**config.mk**
```make
export PLATFORM = sky130hd
export DESIGN_NAME = rom_arbiter
export DESIGN_NICKNAME = d
export VERILOG_FILES = /design/src/rtl/rom_arbiter.sv
export SDC_FILE = /design/constraint.sdc
export NUM_CORES = 1
export LEC_CHECK = 0
export CAP_MARGIN = 5
export CORE_UTILIZATION = 40
export DETAILED_ROUTE_END_ITERATION = 12
export GPL_TIMING_DRIVEN = 0
export PLACE_DENSITY = 0.87
export SYNTH_ARGS = -nofsm -noshare
export SYNTH_HDL_FRONTEND = slang
export SYNTH_SLANG_ARGS = --single-unit
```
**constraint.sdc**
```tcl
create_clock -name clk -period 5.59 [get_ports clk]
set_clock_uncertainty 0.05 [all_clocks]
set_input_delay 0.8385 -clock clk [delete_from_list [all_inputs] [get_ports clk]]
set_output_delay 0.8385 -clock clk [all_outputs]
set_load 0.02 [all_outputs]
```
**src/rtl/rom_arbiter.sv**
```systemverilog
// rom_arbiter: round-robin share of the ROM read port between fetch (i) and memory-stage load (d)
// Ports:
//   clk, reset                   clock, asynchronous active-high reset
//   i_req_valid/addr/ready       fetch request handshake
//   i_resp_valid/data/error      fetch response slot (error = misaligned address)
//   i_resp_ready, i_flush        fetch response consume, fetch slot discard
//   d_*                          same as i_* for the load port, without flush
//   rom_address, rom_data        combinational ROM read port
module rom_arbiter #(
    parameter int ADDR_WIDTH = 16,
    parameter int DATA_WIDTH = 32
) (
    input  logic                  clk,
    input  logic                  reset,
    input  logic                  i_req_valid,
    input  logic [ADDR_WIDTH-1:0] i_req_addr,
    output logic                  i_req_ready,
    output logic                  i_resp_valid,
    output logic [DATA_WIDTH-1:0] i_resp_data,
    output logic                  i_resp_error,
    input  logic                  i_resp_ready,
    input  logic                  i_flush,
    input  logic                  d_req_valid,
    input  logic [ADDR_WIDTH-1:0] d_req_addr,
    output logic                  d_req_ready,
    output logic                  d_resp_valid,
    output logic [DATA_WIDTH-1:0] d_resp_data,
    output logic                  d_resp_error,
    input  logic                  d_resp_ready,
    output logic [ADDR_WIDTH-1:0] rom_address,
    input  logic [DATA_WIDTH-1:0] rom_data
);
    logic last_i;
    logic i_el, d_el;
    logic err;
    logic [DATA_WIDTH-1:0] word;
    // a slot can take a new word when empty or being drained this cycle
    assign i_el = !reset && !i_flush && i_req_valid && (!i_resp_valid || i_resp_ready);
    assign d_el = !reset && d_req_valid && (!d_resp_valid || d_resp_ready);
    // on a tie the port that did not win last time is granted
    assign i_req_ready = i_el && (!d_el || !last_i);
    assign d_req_ready = d_el && (!i_el || last_i);
    assign rom_address = i_req_ready ? i_req_addr : d_req_ready ? d_req_addr : '0;
    assign err = |rom_address[1:0];
    assign word = err ? '0 : rom_data;
    always_ff @(posedge clk or posedge reset) begin
        if (reset) begin
            last_i       <= 1'b1;
            i_resp_valid <= 1'b0;
            i_resp_data  <= '0;
            i_resp_error <= 1'b0;
            d_resp_valid <= 1'b0;
            d_resp_data  <= '0;
            d_resp_error <= 1'b0;
        end else begin
            if (i_req_ready || d_req_ready) last_i <= i_req_ready;
            if (i_req_ready) begin
                i_resp_valid <= 1'b1;
                i_resp_data  <= word;
                i_resp_error <= err;
            end else if (i_flush || i_resp_ready) begin
                i_resp_valid <= 1'b0;
            end
            if (d_req_ready) begin
                d_resp_valid <= 1'b1;
                d_resp_data  <= word;
                d_resp_error <= err;
            end else if (d_resp_ready) begin
                d_resp_valid <= 1'b0;
            end
        end
    end
endmodule
```
# Yosys cells after proc, flatten, opt, wreduce, memory -nomap -nowiden
# Index checks and enable logic that the tools add are counted.
# classes
mux	7
reduce_logical	23
# op_table
cell	n
$mux W16	2
$mux W32	1
$logic_and A1 B1 Y1	7
$logic_not A1 Y1	7
$logic_or A1 B1 Y1	6
$mux W1	4
$reduce_bool A2 Y1	2
$reduce_or A2 Y1	1
# totals
wordCells	37
in_bits	71
ff_bits	69

# Logic depth before layout (Yosys ltp)
# logic_depth
ltp_word	11
depth_mapped	8

# Worst setup path before layout
# OpenSTA, ideal clock, no wires.
# synth_path
path_type	input to output
startpoint	input reset
endpoint	output rom_address[0]
path_stages	7
setup_slack_ns	1.022
arrival_time_ns	3.680
path_buffers	2
path_cell_list	inv_1 > nand3_1 > or2_1 > buf_6 > inv_8 > buf_12 > a22o_1
# synth_between
elab_chain_len	9
# synth_lines
element	line_no	source
start: declaration	14	input logic reset,
$logic_not A1 Y1 (no source line) *	--	
$logic_and A1 B1 Y1 (3 in a row)	38	assign i_el = !reset && !i_flush && i_req_valid && (!i_resp_valid || i_resp_ready);
$logic_not A1 Y1	42	assign d_req_ready = d_el && (!i_el || last_i);
$logic_or A1 B1 Y1	42	
$logic_and A1 B1 Y1 *	42	
net d_req_ready	25	output logic d_req_ready,
$mux W16 * (2 in a row)	43	assign rom_address = i_req_ready ? i_req_addr : d_req_ready ? d_req_addr : '0;
end: declaration	30	output logic [ADDR_WIDTH-1:0] rom_address,
# Mark *: on every way through the listed nets, which the timed path passes. The rest lies on a longest branch.

# Worst setup path after layout
# layout_path
startpoint	input reset
endpoint	output rom_address[9]
# layout_between
elab_chain_len	9
# layout_lines
element	line_no
$logic_not A1 Y1 (no source line) *	--
$logic_and A1 B1 Y1 (3 in a row)	38
$logic_not A1 Y1	42
$logic_or A1 B1 Y1	42
$logic_and A1 B1 Y1	42
$mux W16	43
$mux W16 *	43
# Every way passes the cells marked *; elsewhere a longest branch is shown, timed or not.

==> flow_summary.toml <==
[clock_tree]
cts.clk_slew.worst_paths_ps = 70
cts_max_level = 3
cts_tree = "done"
cts_sinks = 69
max-clock-path-buffers = 2
clkLatencyLatePin_ps = 340
hold_buffers = 0
cts_buffers = 9
cts_resized = 0
postCtsSetupBuffers = 0
root_buffer = "clkbuf_8"

[yosys]
synth_area_um2 = 3140
yosys.area.top_type = "dfrtp_1"
syn_area_per_cell_um2 = 9.83
synth.top_cell.area_share_pct = 54.3
syn-num-nets = 390
synthTopCellsByArea = "dfrtp_1 54%, mux2i_1 11%, nand2_1 7.8%"
synth_seq_cells = 69
seq_area_frac_synth_pct = 55.1
yosys_warnings = 0
synthCells = 319
ys_types = 22

[setup_path]
path_max_fanout = 70
worstPathArrival_ps = 3880
critPathKind = "primary input to output pin"
crit_required_ps = 4700
crit_family = "buffers and inverters"
crit_top_cell = "clkdlybuf4s50_1"
end_kind = "output pin"
cpPeakStageDelay_ps = 640
start_kind = "primary input"
cp_cell_sequence = "clkdlybuf4s50_1 > inv_4 > nand3_1 > or2_1 > buf_6 > inv_8 > buf_12 > a22o_1 > clkdlybuf4s50_1"
crit_path_top_delay_cell = "clkdlybuf4s50_1"
critPathBufInv = 6

[route]
ant_nets = 0
first_pass_iters = 4
via_count = 2947
drtIter0Drc = 130
via_per_inst = 4.99
wl_um = 9140
wl_per_cell_um = 15.5
post-route-drc-count = 0

[timing]
period_minus_slack_ps = 4770
slew_violations = 0
rsz0062_at_grt = "no"
setup_viol = 0
final.period_utilization_pct = 85.3
layout_setup_ws_ps = 823
tightest_slew_ps = 850
relSlewSlack_pct = 43.3
hold_slack_ps = 465
fmax_mhz = 210
tns_ps = 0
finalHoldViolations = 0

[power]
power_frac_seq_pct = 41.7
intPower_uw = 991
sw_frac_of_total_pct = 30.8
total_power_mw = 1.43
power_leakage_nw = 2.09
p_sw_uw = 440
irDropWorstVdd_v = 0.000210
power.density_nw_per_um2 = 285
combinationalPowerShare_pct = 29.6
p_clk_share_pct = 28.7

[outcome]
outcome = "completed"

[cells_and_area]
fill_cells = 574
areaGrowthSynthToFinish_pct = 60.2
num-nets-final = 557
drive_gt1_share_pct = 6.11
antennaDiodeCount = 0

[placement]
preCtsSetupSlack_ps = 724
gp_congestion = 0.795
hpwlAfterDp_um = 6860
port_buffers = 156

[floorplan]
dieWidth_um = 90.5
die_y_um = 90.5
core_um2 = 7410
die_area_um2 = 8200
initial_core_util_pct = 42.3
io_pins = 157
rows = 31

[grt]
grt_max_degree = 71
grt_overflow_total = 0
grt_pass1_wl_um = 15000
grt_pass1_vias = 3013
track_usage_pct = 23.4
antenna_found_initial = 0

[min_path]
hp-class = "flop to flop"

[flow_run]
drv_cap = 0
layer usage:
layer / share of wire (%) / GRT usage (%)
met5: 0 / 0
met4: 1.7 / 7.26
met3: 7.8 / 6.90
met2: 51 / 41.1
met1: 40 / 27.3
cells in the final DEF, fill, tap and decap left out:
cell | synthesis | routed
clkbuf_1 | 13 | 13
buf_12 | 1 | 1
nor2_1 | 3 | 3
clkbuf_8 | 0 | 10
clkinv_2 | 0 | 3
or2_1 | 1 | 1
clkinv_4 | 0 | 2
and4b_1 | 1 | 1
bufinv_16 | 0 | 1
a22o_1 | 16 | 16
nand2_1 | 65 | 65
a31oi_1 | 1 | 1
a21o_1 | 1 | 1
dfstp_2 | 1 | 1
o21ai_1 | 29 | 29
o21ai_0 | 37 | 37
inv_1 | 34 | 33
buf_6 | 5 | 5
clkdlybuf4s50_1 | 0 | 156
buf_2 | 4 | 4
inv_8 | 1 | 1
mux2i_1 | 33 | 33
inv_4 | 0 | 1
nand2b_1 | 1 | 1
dfrtp_1 | 68 | 68
nand2b_4 | 1 | 1
o21bai_1 | 1 | 1
nand3_1 | 2 | 2
power groups by stage:
| stage | Sequential (mW) | Clock [mW] | Combinational [mW] |
|---|---|---|---|
| final | 0.597 | 0.411 | 0.423 |
| after global routing | 0.606 | 0.439 | 0.453 |
| after CTS | 0.598 | 0.416 | 0.428 |
| after detailed placement | 0.607 | 0 | 0.426 |
| after global placement | 0.604 | 0 | 0.416 |
| after floorplan | 0.681 | 0 | 0.118 |
worst paths after layout:
kind                                 start              end  slack, ps  cells after the start
max in group asynchronous            reset  d_resp_data[19]       3950                      2
min in group asynchronous            reset   d_resp_data[7]       1000                      2
min                        d_resp_data[31]  d_resp_data[31]        460                      2
max                                  reset   rom_address[9]        820                      9
max reg2reg                   i_resp_valid  i_resp_data[24]       3750                      5
min reg2reg                d_resp_data[31]  d_resp_data[31]        460                      2
cells by family (layout without fill, tap and decap cells):
logic type	Yosys count	count (layout)	synth area share [%]
compound gates	85	85	15.7
buf+inv	58	230	9.06
flops	69	69	55.1
mux	33	33	10.5
simple gates	74	74	9.62
area by class of cell:
| cell class | count | area (um^2) | share of cell area [%] |
|---|---|---|---|
| plain buffers | 23 | 145 | 2.89 |
| clock buffers | 10 | 138 | 2.74 |
| clock inverters | 6 | 62.6 | 1.25 |
| inverters | 35 | 141 | 2.81 |
| multi-input cells | 192 | 1120 | 22.4 |
| flip-flops and latches | 69 | 1730 | 34.4 |
| well taps | 99 | 124 | 2.47 |
| repair buffers | 156 | 1560 | 31.1 |
registers in the layout (all words and copies together) (netlist names):
name	cells
d_resp_data	32
d_resp_error	1
i_resp_error	1
d_resp_valid	1
i_resp_data	32
i_resp_valid	1
last_i	1
worst reg2reg max path: stages (launching register included):
cell and delay, ps:
dfrtp_1 410, nand2b_4 90, nand3_1 70, a31oi_1 470, buf_2 420, mux2i_1 250
cells in the mapped netlist:
| library cell | n |
|---|---|
| o21ai_0 | 37 |
| clkbuf_1 | 13 |
| a22o_1 | 16 |
| buf_12 | 1 |
| o21bai_1 | 1 |
| nand2b_1 | 1 |
| dfstp_2 | 1 |
| and4b_1 | 1 |
| nand3_1 | 2 |
| or2_1 | 1 |
| a31oi_1 | 1 |
| mux2i_1 | 33 |
| buf_6 | 5 |
| inv_8 | 1 |
| buf_2 | 4 |
| nor2_1 | 3 |
| nand2b_4 | 1 |
| dfrtp_1 | 68 |
| a21o_1 | 1 |
| o21ai_1 | 29 |
| nand2_1 | 65 |
| inv_1 | 34 |
per-stage QoR:
| step | std cells | utilization [%] | instance area (um^2) |
|---|---|---|---|
| final | 590 | 67.8 | 5020 |
| after global placement | 574 | 65.1 | 4820 |
| after detailed placement | 574 | 65.1 | 4820 |
| after floorplan | 319 | - | 3140 |
| after CTS | 590 | 67.8 | 5020 |
| after global routing | 590 | 67.8 | 5020 |
(Power assumes the default switching activity.)
